===== config.mk =====
export PLATFORM = sky130hd
export DESIGN_NAME = game_ctrl_flat
export DESIGN_NICKNAME = d
export VERILOG_FILES = /design/src/rtl/game_ctrl_if.sv /design/src/rtl/game_ctrl.sv /design/src/flat_wrapper.sv
export SDC_FILE = /design/constraint.sdc
export NUM_CORES = 1
export LEC_CHECK = 0
export ABC_AREA = 1
export CORE_MARGIN = 3
export CORE_UTILIZATION = 48
export DETAILED_ROUTE_END_ITERATION = 8
export PLACE_DENSITY = 0.76
export SLEW_MARGIN = 20
export SYNTH_ARGS = -nofsm -noshare
export SYNTH_HDL_FRONTEND = slang
export SYNTH_SLANG_ARGS = --single-unit

===== constraint.sdc =====
create_clock -name frame_clk -period 1.7 [get_ports frame_clk]
set_input_delay 0.34 -clock frame_clk [delete_from_list [all_inputs] [get_ports frame_clk]]
set_output_delay 0.34 -clock frame_clk [all_outputs]
set_load 0.005 [all_outputs]

===== src/rtl/game_ctrl_if.sv =====
// Game-flow signal bundle between the input-side logic (keyboard, collision, dots)
// and the game_ctrl sequencer, whose outputs feed the player, ghost and HUD blocks.
interface game_ctrl_if;
  logic [7:0] keycode;
  logic       ghost_hit;
  logic       dots_zero;
  logic       restart;
  logic       lifeDown;
  logic       move_en;
  logic [1:0] lives;
  logic [3:0] level;
  logic [2:0] state;
  logic       game_over;

  // Events are sampled as plain levels on every frame_clk edge; there is no
  // valid/ready handshake, so each frame's inputs are consumed exactly once.
  modport master (
    output keycode, ghost_hit, dots_zero,
    input  restart, lifeDown, move_en, lives, level, state, game_over
  );

  modport slave (
    input  keycode, ghost_hit, dots_zero,
    output restart, lifeDown, move_en, lives, level, state, game_over
  );
endinterface


===== src/rtl/game_ctrl.sv =====
// Frame-rate game-flow sequencer: start key, death and level-clear phases,
// lives/level bookkeeping and the restart/lifeDown pulses for the datapath.
module game_ctrl #(
  parameter int         LIVES_INIT   = 3,
  parameter int         READY_FRAMES = 120,
  parameter int         DEATH_FRAMES = 90,
  parameter int         CLEAR_FRAMES = 120,
  parameter logic [7:0] KEY_START    = 8'h2C
) (
  input  logic       Reset,
  input  logic       frame_clk,
  game_ctrl_if.slave bus
);

  typedef enum logic [2:0] {
    IDLE  = 3'd0,
    READY = 3'd1,
    PLAY  = 3'd2,
    DYING = 3'd3,
    CLEAR = 3'd4,
    OVER  = 3'd5
  } state_t;

  localparam logic [7:0] T_READY    = 8'(READY_FRAMES - 1);
  localparam logic [7:0] T_DEATH    = 8'(DEATH_FRAMES - 1);
  localparam logic [7:0] T_CLEAR    = 8'(CLEAR_FRAMES - 1);
  localparam logic [1:0] LIVES_LOAD = 2'(LIVES_INIT);

  state_t     st;
  logic [7:0] timer;
  logic [7:0] key_prev;
  logic [1:0] lives_r;
  logic [3:0] level_r;
  logic       restart_r;
  logic       lifedown_r;
  logic       move_en_r;
  logic       game_over_r;
  logic       start;

  // Edge on the start key, so a held key only starts one game.
  assign start = (bus.keycode == KEY_START) && (key_prev != KEY_START);

  always_ff @(posedge frame_clk or posedge Reset) begin
    if (Reset) begin
      st          <= IDLE;
      timer       <= 8'd0;
      key_prev    <= 8'h00;
      lives_r     <= LIVES_LOAD;
      level_r     <= 4'd0;
      restart_r   <= 1'b0;
      lifedown_r  <= 1'b0;
      move_en_r   <= 1'b0;
      game_over_r <= 1'b0;
    end else begin
      key_prev   <= bus.keycode;
      restart_r  <= 1'b0;
      lifedown_r <= 1'b0;
      move_en_r  <= 1'b0;
      case (st)
        IDLE, OVER: begin
          if (start) begin
            st          <= READY;
            restart_r   <= 1'b1;
            lives_r     <= LIVES_LOAD;
            level_r     <= 4'd0;
            timer       <= T_READY;
            game_over_r <= 1'b0;
          end
        end
        READY: begin
          if (timer == 8'd0) begin
            st        <= PLAY;
            move_en_r <= 1'b1;
          end else begin
            timer <= timer - 8'd1;
          end
        end
        PLAY: begin
          // Clearing the maze wins over a same-frame ghost collision.
          if (bus.dots_zero) begin
            st    <= CLEAR;
            timer <= T_CLEAR;
          end else if (bus.ghost_hit) begin
            st    <= DYING;
            timer <= T_DEATH;
          end else begin
            move_en_r <= 1'b1;
          end
        end
        DYING: begin
          if (timer == 8'd0) begin
            if (lives_r == 2'd1) begin
              lives_r     <= 2'd0;
              st          <= OVER;
              game_over_r <= 1'b1;
            end else begin
              lives_r    <= lives_r - 2'd1;
              lifedown_r <= 1'b1;
              st         <= READY;
              timer      <= T_READY;
            end
          end else begin
            timer <= timer - 8'd1;
          end
        end
        CLEAR: begin
          if (timer == 8'd0) begin
            if (level_r != 4'd15) level_r <= level_r + 4'd1;
            restart_r <= 1'b1;
            st        <= READY;
            timer     <= T_READY;
          end else begin
            timer <= timer - 8'd1;
          end
        end
        default: st <= IDLE;
      endcase
    end
  end

  assign bus.state     = st;
  assign bus.lives     = lives_r;
  assign bus.level     = level_r;
  assign bus.restart   = restart_r;
  assign bus.lifeDown  = lifedown_r;
  assign bus.move_en   = move_en_r;
  assign bus.game_over = game_over_r;

endmodule

===== src/flat_wrapper.sv =====
// flat-port wrapper written by rule: the top's interface ports become plain ports
module game_ctrl_flat 
#(
  parameter int         LIVES_INIT   = 3,
  parameter int         READY_FRAMES = 120,
  parameter int         DEATH_FRAMES = 90,
  parameter int         CLEAR_FRAMES = 120,
  parameter logic [7:0] KEY_START    = 8'h2C
)
  (Reset, frame_clk, bus_keycode, bus_ghost_hit, bus_dots_zero, bus_restart, bus_lifeDown, bus_move_en, bus_lives, bus_level, bus_state, bus_game_over);
  game_ctrl_if bus_i ();
  input  logic Reset;
  input  logic frame_clk;
  input wire logic [$bits(bus_i.keycode)-1:0] bus_keycode;
  input wire logic [$bits(bus_i.ghost_hit)-1:0] bus_ghost_hit;
  input wire logic [$bits(bus_i.dots_zero)-1:0] bus_dots_zero;
  output wire logic [$bits(bus_i.restart)-1:0] bus_restart;
  output wire logic [$bits(bus_i.lifeDown)-1:0] bus_lifeDown;
  output wire logic [$bits(bus_i.move_en)-1:0] bus_move_en;
  output wire logic [$bits(bus_i.lives)-1:0] bus_lives;
  output wire logic [$bits(bus_i.level)-1:0] bus_level;
  output wire logic [$bits(bus_i.state)-1:0] bus_state;
  output wire logic [$bits(bus_i.game_over)-1:0] bus_game_over;
  assign bus_i.keycode = bus_keycode;
  assign bus_i.ghost_hit = bus_ghost_hit;
  assign bus_i.dots_zero = bus_dots_zero;
  assign bus_restart = bus_i.restart;
  assign bus_lifeDown = bus_i.lifeDown;
  assign bus_move_en = bus_i.move_en;
  assign bus_lives = bus_i.lives;
  assign bus_level = bus_i.level;
  assign bus_state = bus_i.state;
  assign bus_game_over = bus_i.game_over;
  game_ctrl #(.LIVES_INIT(LIVES_INIT), .READY_FRAMES(READY_FRAMES), .DEATH_FRAMES(DEATH_FRAMES), .CLEAR_FRAMES(CLEAR_FRAMES), .KEY_START(KEY_START)) u_core (.Reset(Reset), .frame_clk(frame_clk), .bus(bus_i));
endmodule

# Word level (Yosys, flattened, before mapping)
# Cells that the tools add are included.
op_classes:
  mux: 37
  eq_ne: 18
  addsub: 3
  n_reduce_logical: 12
ops:
  columns: ["cell", "count"]
  rows:
  - ["8-bit 2-to-1 mux", 7]
  - ["8-bit one-hot mux with 5 select lines", 1]
  - ["3-bit 2-to-1 mux", 7]
  - ["3-bit one-hot mux with 5 select lines", 1]
  - ["4-bit 2-to-1 mux", 3]
  - ["2-bit by 1-bit inequality test with 1-bit output, second input constant", 6]
  - ["1-bit 2-to-1 mux", 10]
  - ["5-bit AND reduction", 2]
  - ["8-bit by 6-bit equality test with 1-bit output, second input constant", 1]
  - ["8-bit logical NOT", 1]
  - ["8-bit by 6-bit inequality test with 1-bit output, second input constant", 1]
  - ["4-bit one-hot mux with 2 select lines", 1]
  - ["4-bit AND reduction", 2]
  - ["8-bit by 1-bit subtractor with 8-bit output, second input constant", 1]
  - ["3-bit by 2-bit equality test with 1-bit output, second input constant", 2]
  - ["3-bit equality test, second input constant", 2]
  - ["2-bit 2-to-1 mux", 3]
  - ["3-bit inequality test, second input constant", 2]
  - ["1-bit one-hot mux with 2 select lines", 3]
  - ["5-bit nonzero test", 1]
  - ["4-bit by 1-bit adder with 4-bit output, second input constant", 1]
  - ["4-bit inequality test, second input constant", 1]
  - ["2-bit one-hot mux with 2 select lines", 1]
  - ["2-bit nonzero test", 2]
  - ["other kinds (8)", 8]
totals:
  wordCells: 79
  input_bits: 12
  register_bits: 29
  out_inout_bits: 13

# Logic depth before layout (Yosys ltp)
# Gate-level depths: netlist of run 1.
depth:
  ltp_word: 4
  mapped_depth: 11
  depth_no_buf: 10

# Worst setup path after synthesis of run 1
# Ideal clock, no wire load.
synth_timing:
  kind: "register to register"
  from: "register u_core.timer[0]"
  to: "register u_core.timer[0]"
  stages_incl_launch_ff: 11
  required_ns: 1.574
  setup_slack_ns: 0.135
  t_arrival_ns: 1.439
  synth_period_minus_slack_ns: 1.565
  cell_sequence: "dfrtp_1 -> inv_1 -> ha_1 -> nand3_1 -> nor2_4 -> nand3_1 -> nand2_2 -> nor2_2 -> buf_6 -> nand2_1 -> o21ai_1"
synth_between:
  elab_chain_len: 3
  elab_cells_between_ends: 9
  cone_classes: "add/sub (1); eq/ne (2); mux (4); reduce/logical (2)"
synth_rtl:
  columns: ["element", "line_no", "text"]
  rows:
  - ["from (decl)", "game_ctrl.sv:30", "logic [7:0] timer;"]
  - ["from (signal assigned)", "game_ctrl.sv:75", "timer <= timer - 8'd1;"]
  - ["from (signal assigned)", "game_ctrl.sv:103", "timer <= timer - 8'd1;"]
  - ["from (signal assigned)", "game_ctrl.sv:113", "timer <= timer - 8'd1;"]
  - ["8-bit by 1-bit subtractor with 8-bit output / 8-bit logical NOT (equally long branches)", null, null]
  - ["8-bit 2-to-1 mux (tied with other cells)", "game_ctrl.sv:107", "if (timer == 8'd0) begin"]
  - ["8-bit one-hot mux with 5 select lines / 5-bit AND reduction (equally long branches)", null, null]
# Parallel ways exist; a longest one is shown, timed or not. The select of a mux whose other input is x is not followed.
# A chain may end at the register's enable or synchronous reset.

# Worst setup path after layout of run 1
layout_timing:
  from: "register u_core.st[1] (netlist: u_core.bus.state[1])"
  to: "output port bus_state[1]"
layout_lines:
  columns: ["element", "line_no", "text"]
  rows:
  - ["from (decl)", "game_ctrl.sv:29", "state_t st;"]
  - ["from (signal assigned)", "game_ctrl.sv:45", "st <= IDLE;"]
  - ["from (signal assigned)", "game_ctrl.sv:62", "st <= READY;"]
  - ["from (signal assigned)", "game_ctrl.sv:72", "st <= PLAY;"]
  - ["to (decl)", "flat_wrapper.sv:22", "output wire logic [$bits(bus_i.state)-1:0] bus_state;"]
# No word-level cell between the ends.

==> summary.md, run 1 <==
| Metric | Value |
|---|---|
| Worst EP required | `1.36 ns` |
| Root buffer cell | `clkbuf_4` |
| Via count | `1596` |
| Post-DR wirelength/cell | `11.9 um` |
| Clock share of power | `0.152` |
| Buf/Inv on CP | `1` |
| Post-Layout Inst Area | `0.00220 sq mm` |
| Seq/Total Area, Yosys | `0.433` |
| Slew @ Worst Pin | `0.370 ns` |
| GR peak layer | `met2` |
| CP peak stage delay | `0.53 ns` |
| Netlist cell types | `21` |
| Max VDD drop | `999 uV` |
| Switching share of power | `0.450` |
| Core area | `0.00320 sq mm` |
| Die X | `65.2 um` |
| Arrival @ worst endpoint | `1.31 ns` |
| Placed Area | `0.00207 sq mm` |
| CTS Buf Count | `5` |
| Cell Area, Synth | `0.00168 sq mm` |
| Clk Latency, worst-skew pair | `0.34 ns` |
| DRC errors left | `0` |
| Max-slew headroom | `0.753` |
| Initial antenna violation count | `0` |
| Ratio of cells with drive above 1 in the final layout | `0.204` |
| Worst Reg-to-Reg Cells | `10` |
| Met1 global-route usage | `0.278` |
| Final Cycle Share | `0.972` |
| Leak pwr | `1.08 nW` |
| GRT overflow | `0` |
| Tot GR Track Use | `0.210` |
| Status | `finished clean` |
| DRT Wirelength | `3780 um` |
| Tightest Hold Check Type | `in2async` |
| GR met2 Demand/Resource | `0.330` |
| WP depth | `1` |
| I/O Buffers | `24` |
| Cell family with most CP delay | `buffers and inverters` |
| Utilization after layout | `0.687` |
| Final-layout fill cell count | `282` |
| CTS Buffer Depth | `2` |
| Initial DRC count | `183` |
| Final Hold Viols | `0` |
| Fin nets | `289` |
| Final number of max-transition violations | `0` |
| Layout Area Growth over Synthesis | `30.8%` |
| Largest net degree at the start of global routing | `30` |
| Switching power total | `1.81 mW` |
| Comb pwr share | `0.576` |
| WS Path Type | `reg2out` |
| Power Density | `1830 mW/mm^2` |
| CTS tree | `done` |
| Half-perimeter wire length after placement | `2800 um` |
| Sink Count | `29` |
| Global-route wire length before repair | `6840 um` |
| Die Y | `65.2 um` |
| Total of max-cap violations | `0` |
| I/O pins | `25` |
| Crit-path slowest cell | `clkdlybuf4s50_1` |
| Final Critical Period | `1.65 ns` |
| Most frequent cells in the layout | `68 x nand2_1, 24 x nor2_1, 24 x dfrtp_1` |
| ANT nets after route | `0` |
| Number of global-route vias before repair | `1514` |
| Critical-path maximum fanout | `8` |
| CTS H-tree depth | `2` |
| Die ar. | `0.00425 sq mm` |
| Most common cell after layout, fill and taps aside | `nand2_1` |
| GRT met3 Usage | `0.0513` |
| RePlAce Congestion | `0.894` |
| Cts hold-fix bufs | `0` |
| CP Cell Sequence | `clkdlybuf4s50_1` |
| Syn_nets | `245` |
| Yosys reg bits | `29` |
| Fmax | `605 MHz` |
| Starting density of the core | `0.525` |
| Sequential share of power | `0.272` |
| CP startpoint kind | `flip-flop` |
| Inserted Diodes | `0` |
| Syn Inst Count | `229` |
| Row count | `20` |
| Pre-Repair DR Iteration Count | `4` |
| Setup violations, final | `0` |
| Int Power | `2.22 mW` |
| RSZ-0062 raised after global routing | `true` |
| Ys Warns | `0` |
| Mean area per synthesized cell | `7.34 sq um` |
| Clock Skews | `0.0117 ns` |
| DR vias/cell | `5.02` |
| Worst Setup End Kind | `output pin` |
| Reg clk slew, reported paths | `0.10 ns` |
[registers in the layout, summed over array words and instances, names as in the netlist]
| register | flops |
|---|---|
| u_core.bus.state | 3 |
| u_core.bus.game_over | 1 |
| u_core.bus.level | 4 |
| u_core.bus.restart | 1 |
| u_core.bus.move_en | 1 |
| u_core.key_prev | 8 |
| u_core.bus.lives | 2 |
| u_core.timer | 8 |
| u_core.bus.lifeDown | 1 |
[power by group through the flow]
stage          Combinational, mW  Sequential (mW)  Clock (mW)
6_report                    2.32             1.09       0.612
5_1_grt                     2.67             1.12       0.657
4_1_cts                     2.27             1.08       0.622
3_5_place_dp                2.22             1.10           0
3_3_place_gp                2.19             1.09           0
2_1_floorplan               1.52             1.06           0
[routing by layer]
layer	vias to the layer above	share of wire
met5	-	0
met3	5	0.052
met1	722	0.46
met2	41	0.47
met4	0	0.013
li1	828	-
[path summary, 6_finish.rpt]
kind	startpoint	end	slack (ns)
worst max-delay path	u_core.bus.state[1]$_DFFE_PP0P_	bus_state[1]	0.05
worst min-delay path	Reset	u_core.timer[2]$_DFFE_PP0P_	0.36
worst max register to register	u_core.timer[1]$_DFFE_PP0P_	u_core.timer[3]$_DFFE_PP0P_	0.12
worst min register to register	u_core.bus.game_over$_DFFE_PP0P_	u_core.bus.game_over$_DFFE_PP0P_	0.53
max in group asynchronous	Reset	u_core.bus.lives[0]$_DFFE_PP1P_	1.03
min in group frame_clk	bus_keycode[2]	u_core.key_prev[2]$_DFF_PP0_	0.46
[what timing repair did]
item	4_1_cts	5_1_grt
endpoints found under the hold margin	0	0
pin swaps	0	1
endpoints found under the setup margin	4	17
buffers inserted	2	0
resized for setup	4	8
[kinds of logic after synthesis]
| family | Yosys count | share of synthesized area |
|---|---|---|
| and+or+nand+nor | 138 | 0.368 |
| buffers and inverters | 29 | 0.0692 |
| AOI/OAI and AO/OA | 26 | 0.0841 |
| xor gates and xnor gates | 3 | 0.0156 |
| adders and majority gates | 4 | 0.0298 |
| DFF | 29 | 0.433 |
[stage by stage]
step                std cells  setup WS, ns  hold WS, ns  setup TNS (ns)  power [mW]
CTS                       318        0.0210        0.369               0        3.97
global route              318       0.00167        0.401               0        4.45
finish                    318        0.0482        0.360               0        4.03
detailed placement        308        -0.169        0.485           -2.14        3.32
global placement          308        -0.112        0.472           -1.48        3.28
floorplan                 229         0.135        0.371               0        2.59
[worst reg2reg max path: stages (launching register included)]
cell     delay, ns
dfrtp_1       0.40
inv_1         0.08
ha_2          0.19
nand3_1       0.12
nor2_4        0.14
nand2_1       0.10
nand3_2       0.11
nor2_2        0.07
buf_12        0.14
nand2_1       0.05
nand2_1       0.06
[layout make-up]
type	instances	area [sq um]	share of cell area
repair buffers	38	355	0.162
clock inverters	2	37.5	0.0171
clock buffers	6	51.3	0.0233
flip-flops and latches	29	732	0.333
well taps	44	55.1	0.0250
inverters	28	105	0.0478
multi-input cells	171	863	0.392
[cell usage after synthesis]
cell type	instances	area share
a21oi_1	3	0.0089
a21oi_2	1	0.0052
buf_6	1	0.0067
dfrtp_1	27	0.40
dfstp_2	2	0.031
ha_1	4	0.030
inv_1	21	0.047
inv_2	7	0.016
nand2_1	68	0.15
nand2_2	4	0.015
nand3_1	23	0.068
nand3_2	4	0.024
nand4_1	8	0.030
nor2_1	26	0.058
nor2_2	2	0.0074
nor2_4	1	0.0067
o21ai_0	12	0.036
o21ai_1	8	0.024
o21ai_2	2	0.010
or2_2	2	0.0074
xor2_1	3	0.016
Note: power is estimated with default switching activity, not from simulation.
==> inputs of run 2 (changes only) <==
--- a/config.mk
+++ b/config.mk
@@ -10,7 +10,7 @@
 export CORE_UTILIZATION = 48
 export DETAILED_ROUTE_END_ITERATION = 8
 export PLACE_DENSITY = 0.76
-export SLEW_MARGIN = 20
+export SLEW_MARGIN = 10
 export SYNTH_ARGS = -nofsm -noshare
 export SYNTH_HDL_FRONTEND = slang
 export SYNTH_SLANG_ARGS = --single-unit
==> results of run 2 <==
No change in the layout: final DEF, timing and power equal those of run 1.
